File: src/rtl/r_station_queue.sv
// r_station_queue: DEPTH-entry reservation station between decode and the
// execute scheduler. Holds bundles of up to MAX_UOPS micro-ops plus one
// K_W-bit operand and issues one micro-op per scheduler acknowledge, in order.
// The head operand can be overwritten by load data; flush empties the station.
// Optional build macro: RSQ_BYPASS_EN forwards mem_data_in onto ex_data_out
// in the same cycle as mem_data_wr (storage behaviour is unchanged).
module r_station_queue #(
  parameter int UOP_W    = 20,
  parameter int K_W      = 16,
  parameter int MAX_UOPS = 3,
  parameter int DEPTH    = 2,
  parameter logic [UOP_W-1:0] NOP = 20'b0000_0000_1111_00_000_000
) (
  input  logic                              clk,
  input  logic                              rst,
  output logic                              id_feed_req,
  input  logic                              id_feed_ack,
  input  logic [UOP_W*MAX_UOPS-1:0]         id_uops,
  input  logic [$clog2(MAX_UOPS+1)-1:0]     id_uop_count,
  input  logic [K_W-1:0]                    id_k16,
  output logic [UOP_W-1:0]                  ex_uop_next,
  output logic                              ex_uop_last,
  output logic                              ex_is_valid,
  input  logic                              ex_sched_ack,
  input  logic [K_W-1:0]                    mem_data_in,
  input  logic                              mem_data_wr,
  output logic [K_W-1:0]                    ex_data_out,
  input  logic                              flush,
  output logic [$clog2(DEPTH+1)-1:0]        occupancy
);
  localparam int CW = $clog2(MAX_UOPS+1);
  localparam int OW = $clog2(DEPTH+1);
  localparam int PW = $clog2(DEPTH);

  // Entry storage and control state
  logic [UOP_W-1:0] uops_q [DEPTH][MAX_UOPS];
  logic [UOP_W-1:0] uops_d [DEPTH][MAX_UOPS];
  logic [CW-1:0]    cnt_q  [DEPTH];
  logic [CW-1:0]    cnt_d  [DEPTH];
  logic [K_W-1:0]   k_q    [DEPTH];
  logic [K_W-1:0]   k_d    [DEPTH];
  logic [PW-1:0]    wr_q, wr_d, rd_q, rd_d;
  logic [OW-1:0]    occ_q, occ_d;
  logic [CW-1:0]    idx_q, idx_d;

  logic [UOP_W-1:0] id_slot [MAX_UOPS];
  logic [CW-1:0]    cnt_in;
  logic [CW-1:0]    head_cnt;
  logic             valid, last, issue, retire, push;

  // Split the incoming bundle into its micro-op slots (slot 0 in low bits)
  for (genvar gi = 0; gi < MAX_UOPS; gi++) begin : g_slot
    assign id_slot[gi] = id_uops[gi*UOP_W +: UOP_W];
  end

  // Handshake decode: clamp count, head status, issue/retire/push qualifiers
  always_comb begin
    if ({1'b0, id_uop_count} > (CW+1)'(MAX_UOPS)) cnt_in = CW'(MAX_UOPS);
    else                                           cnt_in = id_uop_count;
    head_cnt    = cnt_q[rd_q];
    valid       = (occ_q != '0);
    last        = valid && ((idx_q + CW'(1)) == head_cnt);
    issue       = ex_sched_ack & valid;
    retire      = issue & last;
    // Retire frees a slot this cycle, so a full station may still accept.
    id_feed_req = ~flush & ((occ_q < OW'(DEPTH)) | retire);
    // A zero-count bundle consumes the ack but stores nothing.
    push        = id_feed_ack & id_feed_req & (cnt_in != '0);
  end

  // Head-facing outputs
  assign ex_is_valid = valid;
  assign ex_uop_last = last;
  assign ex_uop_next = valid ? uops_q[rd_q][idx_q] : NOP;
  assign occupancy   = occ_q;
`ifdef RSQ_BYPASS_EN
  assign ex_data_out = (mem_data_wr & valid) ? mem_data_in : (valid ? k_q[rd_q] : '0);
`else
  assign ex_data_out = valid ? k_q[rd_q] : '0;
`endif

  // Next-state: load write, issue/retire, push, occupancy; flush overrides all
  always_comb begin
    uops_d = uops_q;
    cnt_d  = cnt_q;
    k_d    = k_q;
    wr_d   = wr_q;
    rd_d   = rd_q;
    occ_d  = occ_q;
    idx_d  = idx_q;
    if (flush) begin
      wr_d  = '0;
      rd_d  = '0;
      occ_d = '0;
      idx_d = '0;
    end else begin
      // Load data goes to the head; if the head retires now, it is simply lost.
      if (mem_data_wr && valid) k_d[rd_q] = mem_data_in;
      if (issue) begin
        if (retire) begin
          idx_d = '0;
          rd_d  = rd_q + PW'(1);
        end else begin
          idx_d = idx_q + CW'(1);
        end
      end
      // Push last so that a refill of the retiring slot at full wins.
      if (push) begin
        for (int s = 0; s < MAX_UOPS; s++) uops_d[wr_q][s] = id_slot[s];
        cnt_d[wr_q] = cnt_in;
        k_d[wr_q]   = id_k16;
        wr_d        = wr_q + PW'(1);
      end
      if (push && !retire)      occ_d = occ_q + OW'(1);
      else if (!push && retire) occ_d = occ_q - OW'(1);
    end
  end

  // State registers with synchronous reset
  always_ff @(posedge clk) begin
    if (rst) begin
      for (int e = 0; e < DEPTH; e++) begin
        for (int s = 0; s < MAX_UOPS; s++) uops_q[e][s] <= '0;
        cnt_q[e] <= '0;
        k_q[e]   <= '0;
      end
      wr_q  <= '0;
      rd_q  <= '0;
      occ_q <= '0;
      idx_q <= '0;
    end else begin
      uops_q <= uops_d;
      cnt_q  <= cnt_d;
      k_q    <= k_d;
      wr_q   <= wr_d;
      rd_q   <= rd_d;
      occ_q  <= occ_d;
      idx_q  <= idx_d;
    end
  end

endmodule

File: config.mk
export PLATFORM = sky130hd
export DESIGN_NAME = r_station_queue
export DESIGN_NICKNAME = d
export VERILOG_FILES = /design/src/rtl/r_station_queue.sv
export SDC_FILE = /design/constraint.sdc
export NUM_CORES = 1
export LEC_CHECK = 0
export ABC_AREA = 1
export BUFFER_PORTS_ARGS = -buffer_cell sky130_fd_sc_hd__buf_4
export CAP_MARGIN = 20
export CELL_PAD_IN_SITES_DETAIL_PLACEMENT = 0
export CELL_PAD_IN_SITES_GLOBAL_PLACEMENT = 2
export CORE_ASPECT_RATIO = 1.2
export CORE_MARGIN = 1
export CORE_UTILIZATION = 30
export CTS_CLUSTER_SIZE = 25
export DETAILED_ROUTE_END_ITERATION = 10
export PLACE_DENSITY = 0.9
export SETUP_SLACK_MARGIN = 0.02
export SYNTH_ARGS = -nofsm -noshare
export SYNTH_HDL_FRONTEND = slang
export SYNTH_SLANG_ARGS = --single-unit
export TNS_END_PERCENT = 20
File: constraint.sdc
create_clock -name clk -period 2.8 [get_ports clk]
set_input_delay 0.14 -clock clk [delete_from_list [all_inputs] [get_ports clk]]
set_output_delay 0.14 -clock clk [all_outputs]
set_load 0.01 [all_outputs]
==> results of run 1 <==
## metal layers
metal  GRT usage  up-vias
met5           0        -
met4      0.0555        0
met3      0.0283       21
met2       0.326      195
met1       0.247     3751
li1            -     4301
## final cells by class
| type | instances | area [um^2] | area share |
|---|---|---|---|
| Clock inverter | 15 | 195 | 0.0183 |
| Sequential cell | 162 | 3250 | 0.305 |
| Tap cell | 335 | 419 | 0.0393 |
| Inverter | 142 | 533 | 0.0500 |
| Clock buffer | 17 | 425 | 0.0399 |
| Multi-Input combinational cell | 860 | 3930 | 0.369 |
| Timing Repair Buffer | 229 | 1900 | 0.178 |
## logic make-up after synthesis
| group | after synthesis | share of synthesized area |
|---|---|---|
| AO/OA/AOI/OAI | 323 | 0.200 |
| adder cells (fa/ha/maj) | 1 | 0.00154 |
| buffers and inverters | 233 | 0.116 |
| flip-flops | 162 | 0.400 |
| multiplexers | 16 | 0.0198 |
| AND/OR/NAND/NOR | 520 | 0.262 |
## state kept, by name, summed over array words and instances, names as in the netlist
register,flops
cnt_q,4
idx_q,2
k_q,32
occupancy,2
rd_q,1
uops_q,120
wr_q,1
## critical path, cell delays in order (launching register included)
cell     delay [ps]
dfxtp_1         420
buf_4           220
nand2_1          80
nand2_2          80
nor2_1           70
nor2_4          130
nand3_4         110
a21oi_2         150
buf_4           350
buf_4           190
## final timing paths
kind,startpoint,cells past startpoint,endpoint
max,idx_q[0],9,id_feed_req
min,mem_data_in[11],5,k_q[27]
max reg2reg,idx_q[0],12,uops_q[56]
min reg2reg,k_q[1],2,k_q[1]
## cell usage after synthesis, drive strengths merged
| library cell | instances | area share |
|---|---|---|
| dfxtp | 162 | 0.40 |
| clkinv | 1 | 0.00046 |
| buf | 32 | 0.023 |
| inv | 141 | 0.065 |
| nor2 | 26 | 0.013 |
| nand2 | 419 | 0.20 |
| o21a | 1 | 0.00093 |
| o21ai | 98 | 0.060 |
| nor3 | 2 | 0.0012 |
| clkbuf | 59 | 0.027 |
| mux2i | 16 | 0.020 |
| nand4 | 13 | 0.014 |
| a21oi | 223 | 0.14 |
| ha | 1 | 0.0015 |
| and2 | 1 | 0.00077 |
| o211ai | 1 | 0.00093 |
| nand3 | 59 | 0.038 |
## power breakdown
| group | internal, mW | total [mW] | switching [mW] |
|---|---|---|---|
| Combinational | 0.269 | 0.602 | 0.333 |
| Sequential | 2.37 | 2.41 | 0.0346 |
| Clock | 1.36 | 2.47 | 1.10 |
## what timing repair did
item	4_1_cts	5_1_grt
hold endpoints to repair	123	0
hold buffers	63	0
buffers inserted	0	0
## metrics by stage
stage | util | hold WS, ps | power (mW)
floorplan | - | 219 | 2.74
global placement | 0.356 | 383 | 2.99
detailed placement | 0.356 | 383 | 2.99
CTS | 0.403 | 28.4 | 5.54
global route | 0.403 | 45.5 | 5.71
finish | 0.403 | 37.5 | 5.48
==> key figures, run 1 <==
Run status
  – Status: finished, violations left
  – Failing checks: DRC

Synth
  – Post-synth cell types: 26
  – Post-Syn Instances: 1255
  – Register bit total from synthesis: 162
  – Netlist Area Pre-Place: 8110 um^2
  – Mapped Nets: 1356
  – Syn_area_per_cell: 6.46 um^2
  – Sequential share of the synthesized area: 0.400
  – Synth warn: 0

Routing
  – Antenna Nets Post-Route: 0
  – Detailed-route via count: 8268
  – DR vias/cell: 4.70
  – First-pass iteration count of the detailed router: 8
  – Residual DRC: 24
  – Met2 routed WL: 12600 um
  – Top sig layer: met4
  – Routed wire length per instance: 14.9 um
  – Routed wire length: 26300 um
  – Initial DRC count: 491
  – WL met1: 12100 um
  – DR WL met3: 1210 um

CTS
  – Clk root buf: clkbuf_16
  – Clk sinks: 162
  – Reg clk slew, reported paths: 70 ps
  – # resized after CTS: 0
  – CTS tree: built
  – TritonCTS buffer count: 17
  – H-tree depth: 4
  – Clock latency on the worst-skew pair: 440 ps
  – Clock buffer depth: 2

Setup path
  – Crit Path Category: reg2out
  – Register-to-register setup slack: 600 ps
  – Worst Path Required: 2660 ps
  – Startpoint Class: register
  – Data arrival time of the worst path: 2230 ps
  – CP endpoint kind: output port
  – Crit path max fanout: 33

Placement
  – Port Buffers: 140
  – DP Worst Slack: 599 ps
  – DP Area: 9400 um^2
  – Placer Congestion: 0.784
  – Dpl cells: 1665
  – Hpwl dp: 16700 um

Global route
  – Total congestion overflow: 0
  – Total global routing track utilization: 0.190
  – First-pass GRT wire length: 41300 um
  – Antenna violations before repair: 0
  – Largest net degree at the start of global routing: 86
  – Vias in the first global route: 7550

STA
  – Crit path time final: 2370 ps
  – Clk_skew: 13.9 ps
  – Setup TNS: 0 ps
  – Slew Viols, Final: 0
  – FMAX: 422 MHz
  – RSZ-0062 raised after global routing: no
  – Fin crit share: 0.846
  – Setup ws final: 431 ps
  – Fin. Hold Viols: 0
  – Rel. slew slack: 0.377
  – Worst slew pin tran: 935 ps
  – Final setup vio count: 0

Cells and area
  – Fill cell count: 2841
  – Share of layout cells above drive strength 1: 0.152
  – Area growth from synthesis to layout: 31.4%
  – Nets: 1513
  – Final instance area: 10700 um^2
  – Most frequent cells in the layout: 414 x nand2_1, 222 x a21oi_1, 164 x buf_4, 161 x dfxtp_1, 135 x inv_1
  – Antenna Cells: 0
  – Commonest non-fill, non-tap cell in the layout: nand2_1
  – Final instance count without filler cells: 1760

Worst hold path
  – HP Class: in2reg

Floorplanning
  – Core area: 26400 um^2
  – Total die area: 27700 um^2
  – Rows: 65
  – I/O Pins: 141
  – Die height: 182 um
  – Die Wd: 152 um
  – Initial Utilization: 0.307

Power and ir drop
  – Leakage: 4.83 nW
  – Max IR drop VDD: 421 uV
  – PD cells: 514 nW/um^2

Run
  – Max_cap viols: 0
No activity file was read; power rests on OpenSTA's default activity.
==> inputs of run 2 (changes only) <==
Settings changed: ABC_AREA 1 to 0, CORE_UTILIZATION 30 to 34.
Clock period 2.8 ns to 2.4 ns, I/O delays scaled along.
==> run 2 against run 1 <==
Effect of this change:
- the flow now finishes without violations
- cell count is 16% lower
- area after synthesis grew 5.4%
- worst hold slack worse by 30 ps
- synthesized cell count decreased by 21%
- largest cell class unchanged
- highest routed layer unchanged
==> key figures, run 2 <==
Placement
  – Port Buffers: 140 (unchanged)
  – Hpwl dp: 14900 um (-11%)
  – Dpl cells: 1388 (-17%)
  – DP Area: 9890 um^2 (+5.1%)
  – Placer Congestion: 0.781 (-0.37%)
  – DP Worst Slack: 246 ps (-353 ps)

Synth
  – EDFF count, synth: 0 (unchanged)
  – Synth warn: 0 (unchanged)
  – Largest family of logic cells by synthesized area: compound AO/OA/AOI/OAI gates
  – Post-synth cell types: 36 (+38%)
  – Synth Flop Type: dfxtp_1
  – Top cells by area, synth: dfxtp_1 38%, mux2i_1 9.6%, nand2b_1 9.2%
  – Area leader, netlist: dfxtp_1
  – Adder-cell share of the synthesized area: 0.00146 (-0.0000793)
  – Post-synthesis mux area share: 0.175 (+0.155)
  – Syn_area_per_cell: 8.61 um^2 (+33%)
  – Count leader, synth: dfxtp_1
  – Post-synth top area share: 0.379 (-0.0206)
  – Register bit total from synthesis: 162 (unchanged)
  – Mapped Nets: 1094 (-19%)
  – Netlist Area Pre-Place: 8550 um^2 (+5.4%)
  – Compound-Gate Fraction of Synth Area: 0.187 (-0.0138)
  – Post-Syn Instances: 993 (-21%)
  – Simple-Gate Fraction of Synth Area: 0.185 (-0.0767)
  – Xor-xnor portion of the synthesized cell area: 0.00615 (+0.00615)
  – Top post-synthesis cells by count: 162 x dfxtp_1, 141 x o21ai_0, 126 x nand2b_1, 82 x mux2i_1, 81 x a21oi_1
  – Ys async rst share: 0 (unchanged)
  – Sequential share of the synthesized area: 0.379 (-0.0206)

Setup path
  – Startpoint Class: register
  – CP bufs+invs: 2 (-1)
  – Crit path max-delay family: multiplexers
  – Crit path max fanout: 20 (-39%)
  – Critical path's slowest cell: mux4_2
  – CP endpoint kind: output port
  – Worst Path Required: 2280 ps (-380 ps)
  – Crit Path Category: reg2out
  – Data arrival time of the worst path: 2170 ps (-60 ps)
  – Max stage delay on crit path: 550 ps (+130 ps)
  – CP cell instances: buf_12 > mux4_2 > a221o_1 > buf_4

STA
  – RSZ-0062 raised after global routing: yes
  – Setup TNS: 0 ps (unchanged)
  – Crit path time final: 2290 ps
  – Setup ws final: 106 ps (-325 ps)
  – Slew Viols, Final: 0 (unchanged)
  – Worst slew pin tran: 675 ps (-260 ps)
  – Rel. slew slack: 0.549 (+0.172)
  – Hold_ws: 7.29 ps (-30.3 ps)
  – Fin crit share: 0.956
  – Final setup vio count: 0 (unchanged)
  – Clk_skew: 10.9 ps (-2.99 ps)
  – FMAX: 436 MHz
  – Fin. Hold Viols: 0 (unchanged)

Routing
  – Antenna Nets Post-Route: 0 (unchanged)
  – Routed wire length per instance: 16.8 um (+12%)
  – First-pass iteration count of the detailed router: 5 (-3)
  – Detailed-route via count: 7591 (-8.2%)
  – Initial DRC count: 443 (-9.8%)
  – Routed wire length: 24800 um (-5.6%)
  – Residual DRC: 0 (-100%)
  – DR vias/cell: 5.13 (+9.3%)

Cells and area
  – Final instance area: 11100 um^2 (+4.3%)
  – Final core area utilization: 0.450 (+0.0473)
  – Commonest non-fill, non-tap cell in the layout: dfxtp_1
  – Final instance count without filler cells: 1479 (-16%)
  – Nets: 1243 (-18%)
  – Regs by FF count: uops_q (120), k_q (32), cnt_q (4)
  – Largest register by flop count: uops_q
  – Area growth from synthesis to layout: 30.0%
  – Share of layout cells above drive strength 1: 0.217 (+0.0644)
  – Antenna Cells: 0 (unchanged)
  – Max FFs per register: 120 (unchanged)
  – Most frequent cells in the layout: 160 x dfxtp_1, 159 x buf_4, 141 x o21ai_0, 125 x nand2b_1, 82 x mux2i_1
  – Fill cell count: 2394 (-16%)

Worst hold path
  – HP Class: in2reg

CTS
  – Clk sinks: 162 (unchanged)
  – Clk root buf: clkbuf_16
  – TritonCTS buffer count: 17 (unchanged)
  – Reg clk slew, reported paths: 70 ps (about the same)
  – Post-CTS setup buffer count: 0 (unchanged)
  – H-tree depth: 4 (unchanged)
  – CTS tree: built
  – Clock buffer depth: 2 (unchanged)
  – Clock latency on the worst-skew pair: 420 ps (-20 ps)

Power and ir drop
  – Max IR drop VDD: 407 uV (-3.3%)
  – Seq pwr share: 0.439 (about the same)
  – Power, Total: 6.39 mW (+17%)
  – Net Sw Power: 1.66 mW (+13%)
  – Clock share of power: 0.439 (-0.012)
  – PD cells: 575 nW/um^2 (+12%)
  – Combinational cell fraction of total power: 0.122 (+0.012)
  – P_int: 4.73 mW (+18%)
  – Leakage: 4.22 nW (-13%)
  – Switching Share: 0.260 (-0.00897)

Global route
  – Total global routing track utilization: 0.195 (+0.00485)
  – Vias in the first global route: 7733 (+2.4%)
  – Largest net degree at the start of global routing: 75 (-13%)
  – First-pass GRT wire length: 40100 um (-2.8%)
  – Total congestion overflow: 0 (unchanged)
  – Antenna violations before repair: 0 (unchanged)

Floorplanning
  – I/O Pins: 141 (unchanged)
  – Initial Utilization: 0.346 (+0.0397)
  – Rows: 63 (-3.1%)
  – Total die area: 25800 um^2 (-6.9%)
  – Die Wd: 147 um (-3.5%)
  – Core area: 24700 um^2 (-6.7%)
  – Die height: 176 um (-3.5%)

Run
  – Max_cap viols: 0 (unchanged)

Run status
  – Status: finished, final reports clean
==> run 2: worst min-delay path: cells and delay by family <==
kind	cells	cell delay, ps
buffers and inverters	1	70
and+or+nand+nor	1	70
muxes	1	120
==> run 2: layout make-up <==
| cell class | count | area (um^2) | area share |
|---|---|---|---|
| Multi-Input combinational cell | 698 | 4790 | 0.431 |
| Sequential cell | 162 | 3250 | 0.292 |
| Tap cell | 325 | 407 | 0.0366 |
| Clock buffer | 17 | 425 | 0.0383 |
| Timing Repair Buffer | 226 | 1930 | 0.174 |
| Clock inverter | 14 | 174 | 0.0157 |
| Inverter | 37 | 139 | 0.0125 |
==> run 2: worst paths after layout <==
check	cells past startpoint	from	slack [ps]	end
worst max-delay path	4	idx_q[0]	110	ex_uop_next[8]
worst min-delay path	3	id_uops[39]	7	uops_q[99]
worst max register to register	6	idx_q[0]	200	k_q[30]
worst min register to register	2	uops_q[100]	470	uops_q[100]
==> run 2: per-layer routing <==
layer	vias up	wire, um	track usage
met1	3638	11900	0.259
met4	0	378	0.0625
li1	3731	-	-
met5	-	0	0
met2	195	11500	0.321
met3	27	1040	0.0312
==> run 2: kinds of logic after synthesis <==
group           Yosys count
xor+xnor                  6
simple gates            289
compound gates          280
flops                   162
mux                     122
buf+inv                 133
fa+ha+maj                 1
==> run 2: power by group through the flow <==
| stage | registers [mW] | clock network, mW | logic (mW) |
|---|---|---|---|
| after floorplan | 2.85 | 0 | 0.418 |
| after global placement | 2.87 | 0 | 0.698 |
| after detailed placement | 2.87 | 0 | 0.700 |
| after CTS | 2.81 | 2.87 | 0.782 |
| after global routing | 2.81 | 2.98 | 0.845 |
| final | 2.81 | 2.80 | 0.778 |
==> run 2: timing repair <==
action | CTS | global route
setup endpoints to repair | 30 | 1
resized for setup | 6 | 0
hold buffers | 60 | 0
hold endpoints to repair | 107 | 0
